$ cat src/rtl/mem_stage_pkg.sv
// mem_stage_pkg
// Shared definitions for the memory stage: RV32I memory opcodes, funct3
// encodings for loads and stores, the transfer FSM state encoding, and
// helpers that decode funct3 into a byte count and a sign-extension flag.
package mem_stage_pkg;

   localparam logic [6:0] LOAD  = 7'b0000011;
   localparam logic [6:0] STORE = 7'b0100011;

   localparam logic [2:0] LB  = 3'b000;
   localparam logic [2:0] LH  = 3'b001;
   localparam logic [2:0] LW  = 3'b010;
   localparam logic [2:0] LBU = 3'b100;
   localparam logic [2:0] LHU = 3'b101;

   localparam logic [2:0] SB  = 3'b000;
   localparam logic [2:0] SH  = 3'b001;
   localparam logic [2:0] SW  = 3'b010;

   localparam logic [31:0] ZeroWord = 32'h0000_0000;

   typedef enum logic [2:0] {
      IDLE = 3'd0,
      REQ  = 3'd1,
      XFER = 3'd2,
      LAST = 3'd3,
      DONE = 3'd4
   } state_t;

   // Index of the final byte of the access (N-1). Any funct3 that is not a
   // legal width for the opcode falls back to a full word.
   function automatic logic [1:0] last_index(input logic [2:0] f3, input logic is_load);
      logic [1:0] idx;
      idx = 2'd3;
      if (is_load) begin
         case (f3)
            LB, LBU: idx = 2'd0;
            LH, LHU: idx = 2'd1;
            default: idx = 2'd3;
         endcase
      end else begin
         case (f3)
            SB:      idx = 2'd0;
            SH:      idx = 2'd1;
            default: idx = 2'd3;
         endcase
      end
      return idx;
   endfunction

   function automatic logic load_signed(input logic [2:0] f3);
      return (f3 == LB) || (f3 == LH);
   endfunction

endpackage

$ cat src/rtl/mem_load_align.sv
// mem_load_align
// Combinational assembler for load results: takes the little-endian bytes
// captured from the memory port and extends them to 32 bits.
// Ports:
//   captured  in  32  byte i of the access in bits [8i+7:8i]
//   last_idx  in   2  N-1 (0 = byte, 1 = half, 3 = word)
//   sign_ext  in   1  sign-extend byte/half results (LB/LH)
//   value     out 32  assembled load result
module mem_load_align (
   input  logic [31:0] captured,
   input  logic [1:0]  last_idx,
   input  logic        sign_ext,
   output logic [31:0] value
);
   import mem_stage_pkg::*;

   logic signed [7:0]  b0;
   logic signed [15:0] h0;
   logic signed [31:0] b0_ext;
   logic signed [31:0] h0_ext;

   assign b0     = captured[7:0];
   assign h0     = captured[15:0];
   assign b0_ext = b0;
   assign h0_ext = h0;

   always_comb begin
      value = ZeroWord;
      case (last_idx)
         2'd0:    value = sign_ext ? b0_ext : {24'h0, captured[7:0]};
         2'd1:    value = sign_ext ? h0_ext : {16'h0, captured[15:0]};
         default: value = captured;
      endcase
   end

endmodule

$ cat src/rtl/mem_stage.sv
// mem_stage
// Memory stage of the pipeline. Non-memory results pass straight to MEM/WB
// (and the bypass); loads and stores are executed one byte per cycle over
// the shared byte-wide memory port while stall_req holds the front end.
// Build option: define MEM_FWD_EN to enable the forward_mem_* bypass;
// without it the bypass outputs are tied to zero.
// Ports:
//   clk_in, rst_in (async, active-high), rdy_in (low freezes all state)
//   in_*          EX/MEM register contents, sampled only in IDLE
//   mem_req/mem_grant, mem_a, mem_wr, mem_dout, mem_din  memory port
//   stall_req     hold IF/ID/EX and EX/MEM during a transfer
//   forward_mem_* bypass to ID/EX
//   wb_rd_addr, wb_data  registered outputs to MEM/WB
module mem_stage #(
   parameter int ADDR_W = 32
) (
   input  logic              clk_in,
   input  logic              rst_in,
   input  logic              rdy_in,
   input  logic              in_valid,
   input  logic [6:0]        in_ins_type,
   input  logic [2:0]        in_ins_details,
   input  logic [4:0]        in_rd_addr,
   input  logic [31:0]       in_alu_result,
   input  logic [31:0]       in_store_data,
   output logic              mem_req,
   input  logic              mem_grant,
   output logic [ADDR_W-1:0] mem_a,
   output logic              mem_wr,
   output logic [7:0]        mem_dout,
   input  logic [7:0]        mem_din,
   output logic              stall_req,
   output logic              forward_mem_enable,
   output logic [4:0]        forward_mem_addr,
   output logic [31:0]       forward_mem_data,
   output logic [4:0]        wb_rd_addr,
   output logic [31:0]       wb_data
);
   import mem_stage_pkg::*;

   state_t            state, state_nxt;
   logic [1:0]        k, k_nxt;
   logic [ADDR_W-1:0] base;
   logic [31:0]       sdata;
   logic [31:0]       cap;
   logic [31:0]       load_val;
   logic [1:0]        last_idx;
   logic              is_load;
   logic              sign_ext;
   logic [4:0]        rd;
   logic              is_mem_op;
   logic              accept;

   assign is_mem_op = (in_ins_type == LOAD) || (in_ins_type == STORE);
   // Reset masks acceptance so the combinational outputs show reset values
   // even while EX/MEM still presents a memory op.
   assign accept    = (state == IDLE) && in_valid && is_mem_op && !rst_in;

   mem_load_align u_align (
      .captured (cap),
      .last_idx (last_idx),
      .sign_ext (sign_ext),
      .value    (load_val)
   );

   always_comb begin
      state_nxt          = state;
      k_nxt              = k;
      mem_req            = 1'b0;
      mem_wr             = 1'b0;
      mem_a              = '0;
      mem_dout           = 8'h00;
      stall_req          = 1'b0;
      forward_mem_enable = 1'b0;
      forward_mem_addr   = 5'd0;
      forward_mem_data   = ZeroWord;
      case (state)
         IDLE: begin
            stall_req = accept;
            if (accept) state_nxt = REQ;
`ifdef MEM_FWD_EN
            if (!rst_in && in_valid && !is_mem_op && (in_rd_addr != 5'd0)) begin
               forward_mem_enable = 1'b1;
               forward_mem_addr   = in_rd_addr;
               forward_mem_data   = in_alu_result;
            end
`endif
         end
         REQ: begin
            mem_req   = 1'b1;
            stall_req = 1'b1;
            if (mem_grant) begin
               state_nxt = XFER;
               k_nxt     = 2'd0;
            end
         end
         XFER: begin
            mem_req   = 1'b1;
            stall_req = 1'b1;
            mem_a     = base + ADDR_W'(k);
            if (!is_load) begin
               // A frozen cycle must not repeat the write strobe.
               mem_wr   = rdy_in;
               mem_dout = sdata[{k, 3'b000} +: 8];
            end
            if (k == last_idx) state_nxt = is_load ? LAST : DONE;
            else               k_nxt     = k + 2'd1;
         end
         LAST: begin
            mem_req   = 1'b1;
            stall_req = 1'b1;
            state_nxt = DONE;
         end
         DONE: begin
`ifdef MEM_FWD_EN
            if (is_load && (rd != 5'd0)) begin
               forward_mem_enable = 1'b1;
               forward_mem_addr   = rd;
               forward_mem_data   = load_val;
            end
`endif
            state_nxt = IDLE;
         end
         default: state_nxt = IDLE;
      endcase
   end

   always_ff @(posedge clk_in or posedge rst_in) begin
      if (rst_in) begin
         state <= IDLE;
         k     <= 2'd0;
      end else if (rdy_in) begin
         state <= state_nxt;
         k     <= k_nxt;
      end
   end

   // Accepting a memory op writes a NOP so MEM/WB does not see the previous
   // instruction again while the transfer runs.
   always_ff @(posedge clk_in or posedge rst_in) begin
      if (rst_in) begin
         wb_rd_addr <= 5'd0;
         wb_data    <= ZeroWord;
      end else if (rdy_in) begin
         if (state == IDLE) begin
            if (in_valid && !is_mem_op) begin
               wb_rd_addr <= in_rd_addr;
               wb_data    <= in_alu_result;
            end else begin
               wb_rd_addr <= 5'd0;
               wb_data    <= ZeroWord;
            end
         end else if (state == DONE) begin
            wb_rd_addr <= is_load ? rd : 5'd0;
            wb_data    <= is_load ? load_val : ZeroWord;
         end
      end
   end

   // Transfer operands and captured bytes; only read while a transfer is
   // active, so they carry no reset.
   always_ff @(posedge clk_in) begin
      if (rdy_in) begin
         if (accept) begin
            base     <= ADDR_W'(in_alu_result);
            sdata    <= in_store_data;
            is_load  <= (in_ins_type == LOAD);
            last_idx <= last_index(in_ins_details, in_ins_type == LOAD);
            sign_ext <= (in_ins_type == LOAD) && load_signed(in_ins_details);
            rd       <= in_rd_addr;
         end
         // mem_din lags its address by one cycle: byte k-1 arrives while k
         // is issued, and the final byte arrives in LAST.
         if (is_load && (state == XFER) && (k != 2'd0))
            cap[{k - 2'd1, 3'b000} +: 8] <= mem_din;
         if (is_load && (state == LAST))
            cap[{last_idx, 3'b000} +: 8] <= mem_din;
      end
   end

endmodule
$ cat config.mk
export PLATFORM = sky130hd
export DESIGN_NAME = mem_stage
export DESIGN_NICKNAME = d
export VERILOG_FILES = /design/src/rtl/mem_stage_pkg.sv /design/src/rtl/mem_load_align.sv /design/src/rtl/mem_stage.sv
export SDC_FILE = /design/constraint.sdc
export NUM_CORES = 1
export LEC_CHECK = 0
export ABC_AREA = 1
export BUFFER_PORTS_ARGS = -buffer_cell sky130_fd_sc_hd__buf_2
export CAP_MARGIN = 25
export CORE_MARGIN = 4
export CORE_UTILIZATION = 31
export CTS_BUF_LIST = sky130_fd_sc_hd__clkbuf_4
export DETAILED_ROUTE_END_ITERATION = 10
export GPL_TIMING_DRIVEN = 0
export HOLD_SLACK_MARGIN = 0.08
export SETUP_SLACK_MARGIN = 0.4
export SLEW_MARGIN = 20
export SYNTH_ARGS = -nofsm -noshare
export SYNTH_HDL_FRONTEND = slang
export SYNTH_SLANG_ARGS = --single-unit
$ cat constraint.sdc
create_clock -name clk_in -period 10 [get_ports clk_in]
set_input_delay 1 -clock clk_in [delete_from_list [all_inputs] [get_ports clk_in]]
set_output_delay 1 -clock clk_in [all_outputs]
set_load 0.01 [all_outputs]
==> impl_results.md, run 1 <==
* #FFs+latches synth at 147
* PD cells at 190 nW/µm²
* WL/cell at 15.9 µm
* PnR worst setup slack at 6.11 ns
* Largest net degree at the start of global routing at 36
* Worst-margin pin slew at 0.814 ns
* Routed Antenna Nets at 0
* Final GP Congestion at 0.960
* Setup crit end kind: output port
* Setup tns final at 0 ns
* Post-synth top flop: edfxtp_1
* Avg Inst Size Synth at 7.94 µm²
* Cts bufs inserted at 17
* Post-Synthesis Cells at 1069
* Crit-path max FO at 6
* Relative slew slack at 0.457
* Die width at 174 µm
* Clock power frac at 0.215
* Skew final at 0.0242 ns
* Distinct cells, synth at 36
* DRT Wirelength at 26.3 mm
* Post-synth ARST share at 0.286
* Combinational group share of total power at 0.360
* Core area at 27000 µm²
* Vias in the first global route at 7527
* Register area share after synthesis at 0.495
* Post-synth EDFFs at 105
* Arr. time, crit path at 2.89 ns
* Fmax at 0.257 GHz
* Layout Cells excl Fill at 1655
* Max-cap violation count at 0
* Number of core rows at 60
* Fin crit share at 0.389
* Residual DRC at 0
* Clk_lat worst skew at 0.58 ns
* Initial Util at 0.315
* FILL cells at 2848
* Sw frac at 0.393
* Pint at 1.19 mW
* Global-route wire length before repair at 41.5 mm
* Fin nets at 1405
* Hold WC Path Type: primary input to async pin
* Final slew viol count at 0
* Hold_buf cts at 0
* Worst Setup Start Kind: register
* Post-CTS sizing at 0
* Leakage at 4.80 nW
* Status: complete, no violations
* I/O pins at 210
* GR Overflow Total at 0
* Clock Tree Buf Depth at 2
* P_sw at 0.768 mW
* Root buf cell: clkbuf_4
* Final Critical Period at 3.89 ns
* Worst vdd ir at 72.4 µV
* Placed Cells at 1621
* Share of cells above drive strength 1 at 0.223
* CTS tree: done
* Post-Place Worst Slack at 6.75 ns
* Critical Path RT at 9.00 ns
* Yosys warning count at 0
* DRC marker count from the first detailed-route iteration at 538
* H-Tree Depth at 4
* Final Hold Vio Count at 0
* Finish-stage setup viols at 0
* Die height at 174 µm
* DPL Wire Length at 21.3 mm
* Number of antenna violations at the first check in global routing at 6
* Reg2reg path depth at 12
* Die ar. at 30100 µm²
* Clk pin slew, worst setup/hold paths at 0.16 ns
* Global-route usage over all layers at 0.174
* Synth Cell Area at 8490 µm²
* Pwr Total at 1.95 mW
* RSZ-0062 raised after global routing: no
* Vias at 7699
* Fin util at 0.382
* Synthesis-to-finish area growth at 21.3%
* Vias per cell at 4.65
* Sequential power share at 0.425
* Setup Crit Path Kind: register to output port
* CTS Sinks at 147
* DR pass1 iterations at 6
* I/O Buffers at 171
* Post-CTS setup buffers at 0
## worst max-delay path, stage by stage, from the launching register on
cell and delay [ns]:
dfrtp_1 0.54, ha_1 0.34, nand2_1 0.06, a21boi_0 0.41
nand2_1 0.28, nor2_1 0.27, nand2_1 0.08, nand2_1 0.06
nand2_1 0.05, nor2_1 0.07, buf_2 0.15
## cells in the final DEF, fill, tap and decap left out, drive strengths merged
cell type	Yosys	routed
a21oi	58	58
nand2	315	315
clkbuf	14	33
bufinv	0	3
nand3	88	88
xnor2	5	5
dfrtp	42	42
nand4	25	25
a21o	1	1
diode	0	2
nor2	177	177
clkinv	2	3
xor2	4	4
conb	1	38
ha	13	13
a21boi	1	1
o21ai	40	40
or2	10	10
nor3	10	10
inv	80	85
a31oi	16	16
clkinvlp	0	4
a211oi	2	2
and3	2	2
buf	57	231
fa	1	1
edfxtp	105	105
## path summary, 6_finish.rpt
kind,from,to,slack (ns)
setup / recovery,k[1],mem_a[31],6.11
hold / removal,rst_in,wb_rd_addr[3],0.33
setup reg to reg,k[0],cap[22],6.86
hold reg to reg,wb_data[0],wb_data[0],0.55
max in group asynchronous,rst_in,wb_data[24],9.18
min in group clk_in,wb_data[0],wb_data[0],0.55
## through the flow
stage	area (µm²)	hold slack [ns]
2_1_floorplan	8630	0.517
3_3_place_gp	9910	0.509
3_5_place_dp	9980	0.518
4_1_cts	10300	0.307
5_1_grt	10300	0.322
6_report	10300	0.326
## routing by layer
metal	vias to the layer above	track usage	wire length (µm)
met5	-	0	42
met3	48	0.0410	1580
li1	3918	-	-
met4	8	0.0572	687
met1	3462	0.216	11400
met2	263	0.297	12600
## power by group through the flow
stage | Combinational (mW) | Sequential, mW | Clock [mW]
floorplan | 0.404 | 0.856 | 0
global placement | 0.700 | 0.845 | 0
global route | 0.799 | 0.842 | 0.458
detailed placement | 0.711 | 0.846 | 0
CTS | 0.712 | 0.832 | 0.430
finish | 0.704 | 0.831 | 0.419
## layout make-up
type,instances,area [µm²],area share
multi-input cells,806,3690,0.358
flip-flops and latches,147,4200,0.408
clock buffers,19,143,0.0138
inverters,82,308,0.0299
repair buffers,174,916,0.0889
clock inverters,13,173,0.0168
diodes,2,5.00,0.000486
plain buffers,71,439,0.0426
well taps,341,427,0.0414
## synthesized netlist by cell type, types with 2 or more instances
cell        n  area (µm²)
a211oi_1    2        15.0
nand3_1    86         430
buf_2      15        75.1
a21oi_1    57         285
inv_1      76         285
nand3_2     2        20.0
dfrtp_1    42        1050
clkbuf_1   14        52.6
buf_4      39         293
clkinv_1    2        7.51
edfxtp_1  105        3150
buf_1       2        7.51
nor2_2      3        18.8
xor2_1      4        35.0
inv_2       4        15.0
nor2_1    171         642
or2_2      10        62.6
nor3_1      7        35.0
nand4_1    25         156
nand2_1   311        1170
nand2_2     3        18.8
xnor2_1     5        43.8
nor3_2      2        20.0
ha_1       13         163
and3_1      2        12.5
nor2_4      3        33.8
a31oi_1    16         100
o21ai_0    40         200
## logic make-up (layout without fill, tap and decap cells)
group                      after synthesis  in the layout  share of synthesized area
DFF                                    147            147                      0.495
xor gates and xnor gates                 9              9                    0.00928
AOI/OAI and AO/OA                      118            118                     0.0744
adders and majority gates               14             14                     0.0215
buffers and inverters                  153            359                     0.0879
and+or+nand+nor                        627            627                      0.311
other                                    1             40                   0.000442
## registers in the layout, indices dropped and copies added, names as in the netlist
name,flops
base,32
cap,32
sdata,32
wb_data,32
rd,5
wb_rd_addr,5
state,3
k,2
last_idx,2
is_load,1
sign_ext,1
Note: power is estimated with default switching activity, not from simulation.
==> inputs of run 2 (changes only) <==
==> constraint.sdc (replaced) <==
create_clock -name clk_in -period 3.3 [get_ports clk_in]
set_input_delay 0.33 -clock clk_in [delete_from_list [all_inputs] [get_ports clk_in]]
set_output_delay 0.33 -clock clk_in [all_outputs]
set_load 0.01 [all_outputs]
==> run 2 against run 1 <==
Net effect: register-to-register slack lost 6.2 ns; die area stayed put; largest cell class unchanged; setup slack worse by 5.5 ns.
==> impl_results.md, run 2 (synthesis results as in run 1) <==
* RSZ-0062 raised after global routing: yes (was no)
* Die width at 174 µm (unchanged)
* I/O Buffers at 171 (unchanged)
* Die height at 174 µm (unchanged)
* Fin util at 0.418 (was 0.382)
* Arr. time, crit path at 2.41 ns (was 2.89 ns)
* Final Hold Vio Count at 0 (unchanged)
* Initial Util at 0.315 (unchanged)
* Routed Antenna Nets at 0 (unchanged)
* Critical Path RT at 2.97 ns (was 9.00 ns)
* CTS Sinks at 147 (unchanged)
* Max-cap violation count at 0 (unchanged)
* Worst vdd ir at 225 µV (was 72.4 µV)
* CP cell instances: ha_4 -> fa_2 -> nand2_4 -> inv_1 -> nand2_2 -> nor2_2 -> nand3_1 -> nand2_1 -> nor2_1 -> buf_2 (was ha_1 -> nand2_1 -> a21boi_0 -> nand2_1 -> nor2_1 -> nand2_1 -> nand2_1 -> nand2_1 -> nor2_1 -> buf_2)
* Root buf cell: clkbuf_4 (unchanged)
* DRT Wirelength at 28.0 mm (was 26.3 mm)
* GR Overflow Total at 0 (unchanged)
* DPL Wire Length at 21.5 mm (was 21.3 mm)
* Share of cells above drive strength 1 at 0.237 (was 0.223)
* Synthesis-to-finish area growth at 32.7% (was 21.3%)
* Hold WC Path Type: primary input to register (was primary input to async pin)
* Fmax at 0.366 GHz
* Final Cell Area at 11300 µm² (was 10300 µm²)
* Reg2reg path depth at 8 (was 12)
* Final Critical Period at 2.74 ns
* Status: complete, no violations (unchanged)
* DR pass1 iterations at 5 (was 6)
* PnR worst setup slack at 0.564 ns (was 6.11 ns)
* Clock Tree Buf Depth at 2 (unchanged)
* Area after DPL at 10000 µm² (was 9980 µm²)
* Number of core rows at 60 (unchanged)
* Die ar. at 30100 µm² (unchanged)
* WL/cell at 16.1 µm (was 15.9 µm)
* Vias in the first global route at 7868 (was 7527)
* Final slew viol count at 0 (unchanged)
* DRC marker count from the first detailed-route iteration at 434 (was 538)
* Leakage at 5.19 nW (was 4.80 nW)
* Clk_lat worst skew at 0.57 ns (was 0.58 ns)
* Post-Place Worst Slack at 0.224 ns (was 6.75 ns)
* Setup Crit Path Kind: register to output port (unchanged)
* Area of the multi-input gates at 3790 µm² (was 3690 µm²)
* Global-route usage over all layers at 0.183 (was 0.174)
* Clk pin slew, worst setup/hold paths at 0.15 ns (was 0.16 ns)
* Finish-stage setup viols at 0 (unchanged)
* GR Util met3 at 0.0434 (was 0.0410)
* I/O pins at 210 (unchanged)
* Met1 usage at 0.225 (was 0.216)
* Core area at 27000 µm² (unchanged)
* Worst path slowest cell: edfxtp_1 (was dfrtp_1)
* FILL cells at 2759 (was 2848)
* Skew final at 0.0226 ns (was 0.0242 ns)
* Most common cell after layout, fill and taps aside: nand2_1 (unchanged)
* Cts bufs inserted at 17 (unchanged)
* Reg area at 4210 µm² (was 4200 µm²)
* Worst Setup Start Kind: register (unchanged)
* Number of antenna violations at the first check in global routing at 7 (was 6)
* Setup crit end kind: output port (unchanged)
* Met2 usage at 0.322 (was 0.297)
* Vias at 8110 (was 7699)
* Worst-margin pin slew at 0.819 ns (was 0.814 ns)
* Crit-path max FO at 3 (was 6)
* Fin nets at 1487 (was 1405)
* Global-route wire length before repair at 43.8 mm (was 41.5 mm)
* Max incr delay on CP at 0.46 ns (was 0.54 ns)
* Vias per cell at 4.67 (was 4.65)
* Hold Path Stages at 3
* Commonest cells after routing, fill and taps aside: 305 x nand2_1, 186 x buf_2, 161 x nor2_1, 105 x edfxtp_1, 86 x nand3_1 (was 311 x nand2_1, 186 x buf_2, 170 x nor2_1, 105 x edfxtp_1, 86 x nand3_1)
* Fin crit share at 0.829
* Final GP Congestion at 0.941 (was 0.960)
* H-Tree Depth at 4 (unchanged)
* Relative slew slack at 0.454 (was 0.457)
* Largest net degree at the start of global routing at 43 (was 36)
* Global route hottest layer: met2 (unchanged)
* CTS tree: done (unchanged)
* PD cells at 540 nW/µm² (was 190 nW/µm²)
* Residual DRC at 0 (unchanged)
## run 2: area by class of cell
type | count | share of cell area
Clock buffer | 19 | 0.0127
Antenna cell | 3 | 0.000666
Sequential cell | 147 | 0.373
Buffer | 71 | 0.0395
Timing Repair Buffer | 256 | 0.155
Clock inverter | 13 | 0.0153
Inverter | 82 | 0.0286
Tap cell | 341 | 0.0379
Multi-Input combinational cell | 806 | 0.337
## run 2: where the power goes
group          internal, mW  total [mW]  switching [mW]
Clock                 0.554        1.27           0.715
Sequential             2.28        2.53           0.242
Combinational         0.864        2.29            1.43
## run 2: metal layers
layer / vias up / wire length (µm)
met2: 302 / 13800
met3: 49 / 1630
met5: - / 41
li1: 4087 / -
met1: 3664 / 11900
met4: 8 / 573
## run 2: final timing paths
path / startpoint / to / slack [ns]
setup / recovery: base[0] / mem_a[28] / 0.56
hold / removal: mem_din[1] / cap[17] / 0.16
setup reg to reg: state[1] / sign_ext / 0.63
hold reg to reg: wb_rd_addr[1] / wb_rd_addr[1] / 0.54
max in group asynchronous: rst_in / k[1] / 2.58
min in group asynchronous: rst_in / wb_data[13] / 0.47
## run 2: what timing repair did
| item | CTS | global route |
|---|---|---|
| gates resized for setup | 13 | 27 |
| setup endpoints to repair | 39 | 40 |
| endpoints found under the hold margin | 151 | 0 |
| cloned | 0 | 0 |
| pin swaps | 0 | 7 |
| buffers inserted | 1 | 6 |
| hold buffers | 75 | 0 |
## run 2: worst max-delay path, delay by kind of cell, from the launching register on
kind / cells / cell delay, ns
fa+ha+maj: 2 / 0.60
simple gates: 6 / 0.56
flops: 1 / 0.46
buf+inv: 2 / 0.23
## run 2: stage by stage
step / hold slack [ns] / setup TNS, ns / cells / total power [mW]
2_1_floorplan: 0.330 / 0 / 1106 / 3.82
3_3_place_gp: 0.507 / -21.77 / 1618 / 4.69
3_5_place_dp: 0.508 / 0 / 1621 / 4.72
4_1_cts: 0.112 / 0 / 1729 / 6.08
5_1_grt: 0.112 / 0 / 1738 / 6.51
6_report: 0.155 / 0 / 1738 / 6.09
==> inputs of run 3 (changes only) <==
==> constraint.sdc (replaced) <==
create_clock -name clk_in -period 2.6 [get_ports clk_in]
set_input_delay 0.26 -clock clk_in [delete_from_list [all_inputs] [get_ports clk_in]]
set_output_delay 0.26 -clock clk_in [all_outputs]
set_load 0.01 [all_outputs]
==> run 3 against run 2 <==
Net effect: the run now ends with setup timing left; hold slack worse by 0.013 ns; final cell count increased by 3.9%; wire length rose by 5.4%; clock skew grew 0.0030 ns; sequential power grew 26%.
==> impl_results.md, run 3 (synthesis results as in run 1) <==
* Status: finished, violations left (was complete, no violations)
* Failing checks: setup timing
* HP Start: mem_din[5] (was mem_din[1])
* Vias in the first global route at 8344 (was 7868)
* Synthesis-to-finish area growth at 49.2% (was 32.7%)
* Initial Util at 0.315 (unchanged)
* Number of core rows at 60 (unchanged)
* Setup Crit Path Kind: register to output port (unchanged)
* Met2 Wirelength at 14.5 mm (was 13.8 mm)
* Worst Setup Start Kind: register (unchanged)
* I/O pins at 210 (unchanged)
* Skew final at 0.0257 ns (was 0.0226 ns)
* Leakage at 5.75 nW (was 5.19 nW)
* Hold WC Path Type: primary input to register (unchanged)
* I/O Buffers at 171 (unchanged)
* Setup crit end kind: output port (unchanged)
* Commonest cells after routing, fill and taps aside: 277 x nand2_1, 181 x buf_2, 145 x nor2_1, 105 x edfxtp_1, 82 x dlygate4sd3_1 (was 305 x nand2_1, 186 x buf_2, 161 x nor2_1, 105 x edfxtp_1, 86 x nand3_1)
* Worst-margin pin slew at 0.865 ns (was 0.819 ns)
* CTS Sinks at 147 (unchanged)
* Arr. time, crit path at 2.43 ns (was 2.41 ns)
* Levels on crit path at 13 (was 10)
* Most used cell, CP: nand2_4
* Register-to-register setup slack at -0.03 ns (was 0.63 ns)
* RR Endpoint: cap[16] (was sign_ext)
* Root buf cell: clkbuf_4 (unchanged)
* Share of cells above drive strength 1 at 0.339 (was 0.237)
* H-Tree Depth at 4 (unchanged)
* CP cell instances: ha_4 -> fa_2 -> nand2_4 -> nor2_4 -> nand2_4 -> buf_12 -> inv_8 -> nand2_4 -> nor2_2 -> nand2_1 -> nand2_1 -> nor2_1 -> buf_2 (was ha_4 -> fa_2 -> nand2_4 -> inv_1 -> nand2_2 -> nor2_2 -> nand3_1 -> nand2_1 -> nor2_1 -> buf_2)
* Fin nets at 1558 (was 1487)
* Vias per cell at 4.70 (was 4.67)
* PnR worst setup slack at -0.0862 ns (was 0.564 ns)
* Die ar. at 30100 µm² (unchanged)
* Buffers and inverters on the worst path at 3 (was 2)
* DPL Wire Length at 21.5 mm (about the same)
* Most common cell after layout, fill and taps aside: nand2_1 (unchanged)
* Final Hold Vio Count at 0 (unchanged)
* Global-route wire length before repair at 45.8 mm (was 43.8 mm)
* PD cells at 686 nW/µm² (was 540 nW/µm²)
* WL/cell at 16.3 µm (was 16.1 µm)
* Max-cap violation count at 0 (unchanged)
* Clock Tree Buf Depth at 2 (unchanged)
* Fin crit share at 1.03
* Worst vdd ir at 374 µV (was 225 µV)
* Die width at 174 µm (unchanged)
* Final GP Congestion at 0.950 (was 0.941)
* Max incr delay on CP at 0.48 ns (was 0.46 ns)
* Crit path capture: mem_a[18] (was mem_a[28])
* Fmax at 0.372 GHz
* RSZ-0062 raised after global routing: yes (unchanged)
* Vias at 8486 (was 8110)
* Die height at 174 µm (unchanged)
* Critical Path RT at 2.34 ns (was 2.97 ns)
* Top sig layer: met4 (was met5)
* DRC marker count from the first detailed-route iteration at 508 (was 434)
* RR Startpoint: k[0] (was state[1])
* # diodes at 0 (was 3)
* Cts bufs inserted at 17 (unchanged)
* M1 WL at 12.0 mm (was 11.9 mm)
* Global-route usage over all layers at 0.190 (was 0.183)
* Worst setup path start: k[0] (was base[0])
* Clk_lat worst skew at 0.55 ns (was 0.57 ns)
* DR pass1 iterations at 8 (was 5)
* GR Overflow Total at 0 (unchanged)
* Delay-heaviest family, CP: adder cells (unchanged)
* Fin util at 0.470 (was 0.418)
* Finish-stage setup viols at 21 (was 0)
* DRT Wirelength at 29.5 mm (was 28.0 mm)
* Routed Antenna Nets at 0 (unchanged)
* Core area at 27000 µm² (unchanged)
* Relative slew slack at 0.424 (was 0.454)
* Number of antenna violations at the first check in global routing at 0 (was 7)
* Residual DRC at 0 (unchanged)
* Fin Hold WS at 0.143 ns (was 0.155 ns)
* Final Critical Period at 2.69 ns
* Largest net degree at the start of global routing at 43 (unchanged)
* Final slew viol count at 0 (unchanged)
* CTS tree: done (unchanged)
* Reg2reg path depth at 19 (was 8)
* Crit-path max FO at 4 (was 3)
* Clk pin slew, worst setup/hold paths at 0.15 ns (about the same)
* Met3 Wirelength at 2.03 mm (was 1.63 mm)
* Worst path slowest cell: dfrtp_2 (was edfxtp_1)
-- run 3: cell count changes in the layout (fill, tap and decap cells not counted), moves of 13 or more --
cell / previous run / this run
o21ai_0: 40 / 14
nor2_1: 161 / 145
nand2_1: 305 / 277
o21ai_2: 0 / 15
nor2_4: 7 / 20
buf_6: 1 / 21
buf_4: 46 / 81
nand2_2: 6 / 26
-- run 3: worst register-to-register path, stage by stage (launching register included) --
cell       delay, ns
dfrtp_2         0.48
buf_4           0.15
buf_6           0.11
buf_6           0.10
buf_6           0.10
buf_6           0.11
buf_12          0.14
inv_8           0.06
clkbuf_16       0.13
buf_6           0.09
buf_6           0.09
ha_4            0.20
buf_8           0.14
clkinv_8        0.07
nand2_4         0.06
nor2_4          0.16
nand4_1         0.12
nand2_1         0.08
nand2_1         0.04
nand2_1         0.06
-- run 3: how the worst min path moves through the flow --
stage,cells after the start,slack [ns],end
finish,3,0.14,cap[21]
global route,3,0.13,cap[21]
CTS,3,0.1,cap[21]
detailed placement,1,0.44,sdata[11]
global placement,1,0.44,sdata[12]
floorplan,1,0.27,k[0]
-- run 3: where the power goes --
group / total, mW / internal (mW) / switching (mW)
Combinational: 3.88 / 1.69 / 2.19
Clock: 1.62 / 0.692 / 0.930
Sequential: 3.19 / 2.90 / 0.288
Total: 8.69 / 5.28 / 3.41
-- run 3: what timing repair did --
action	4_1_cts	5_1_grt
gates cloned	1	1
buffers inserted	40	28
pin swaps	76	35
hold endpoints to repair	163	0
gates resized for setup	200	68
endpoints found under the setup margin	161	116
hold buffers	83	0
-- run 3: area by class of cell --
cell class,count,area [µm²]
fillers,2602,14300
multi-input cells,806,4300
flip-flops and latches,147,4210
repair buffers,327,2490
plain buffers,71,567
well taps,341,427
inverters,82,372
clock inverters,14,176
clock buffers,18,135
-- run 3: stage by stage --
step	power, mW	setup TNS, ns	cells	cell area, µm²	setup WS [ns]
2_1_floorplan	4.88	-5.73	1106	8670	-0.0784
3_3_place_gp	5.99	-58.01	1618	9960	-0.769
3_5_place_dp	6.02	-3.00	1621	10000	-0.275
4_1_cts	8.44	-0.393	1777	12200	-0.0831
5_1_grt	9.24	-6.39	1806	12700	-0.235
6_report	8.69	-0.515	1806	12700	-0.0862
-- run 3: routing by layer --
layer	vias up	GRT usage
li1	4232	-
met1	3817	0.236
met2	372	0.324
met3	65	0.0432
met4	0	0.0712
met5	-	0
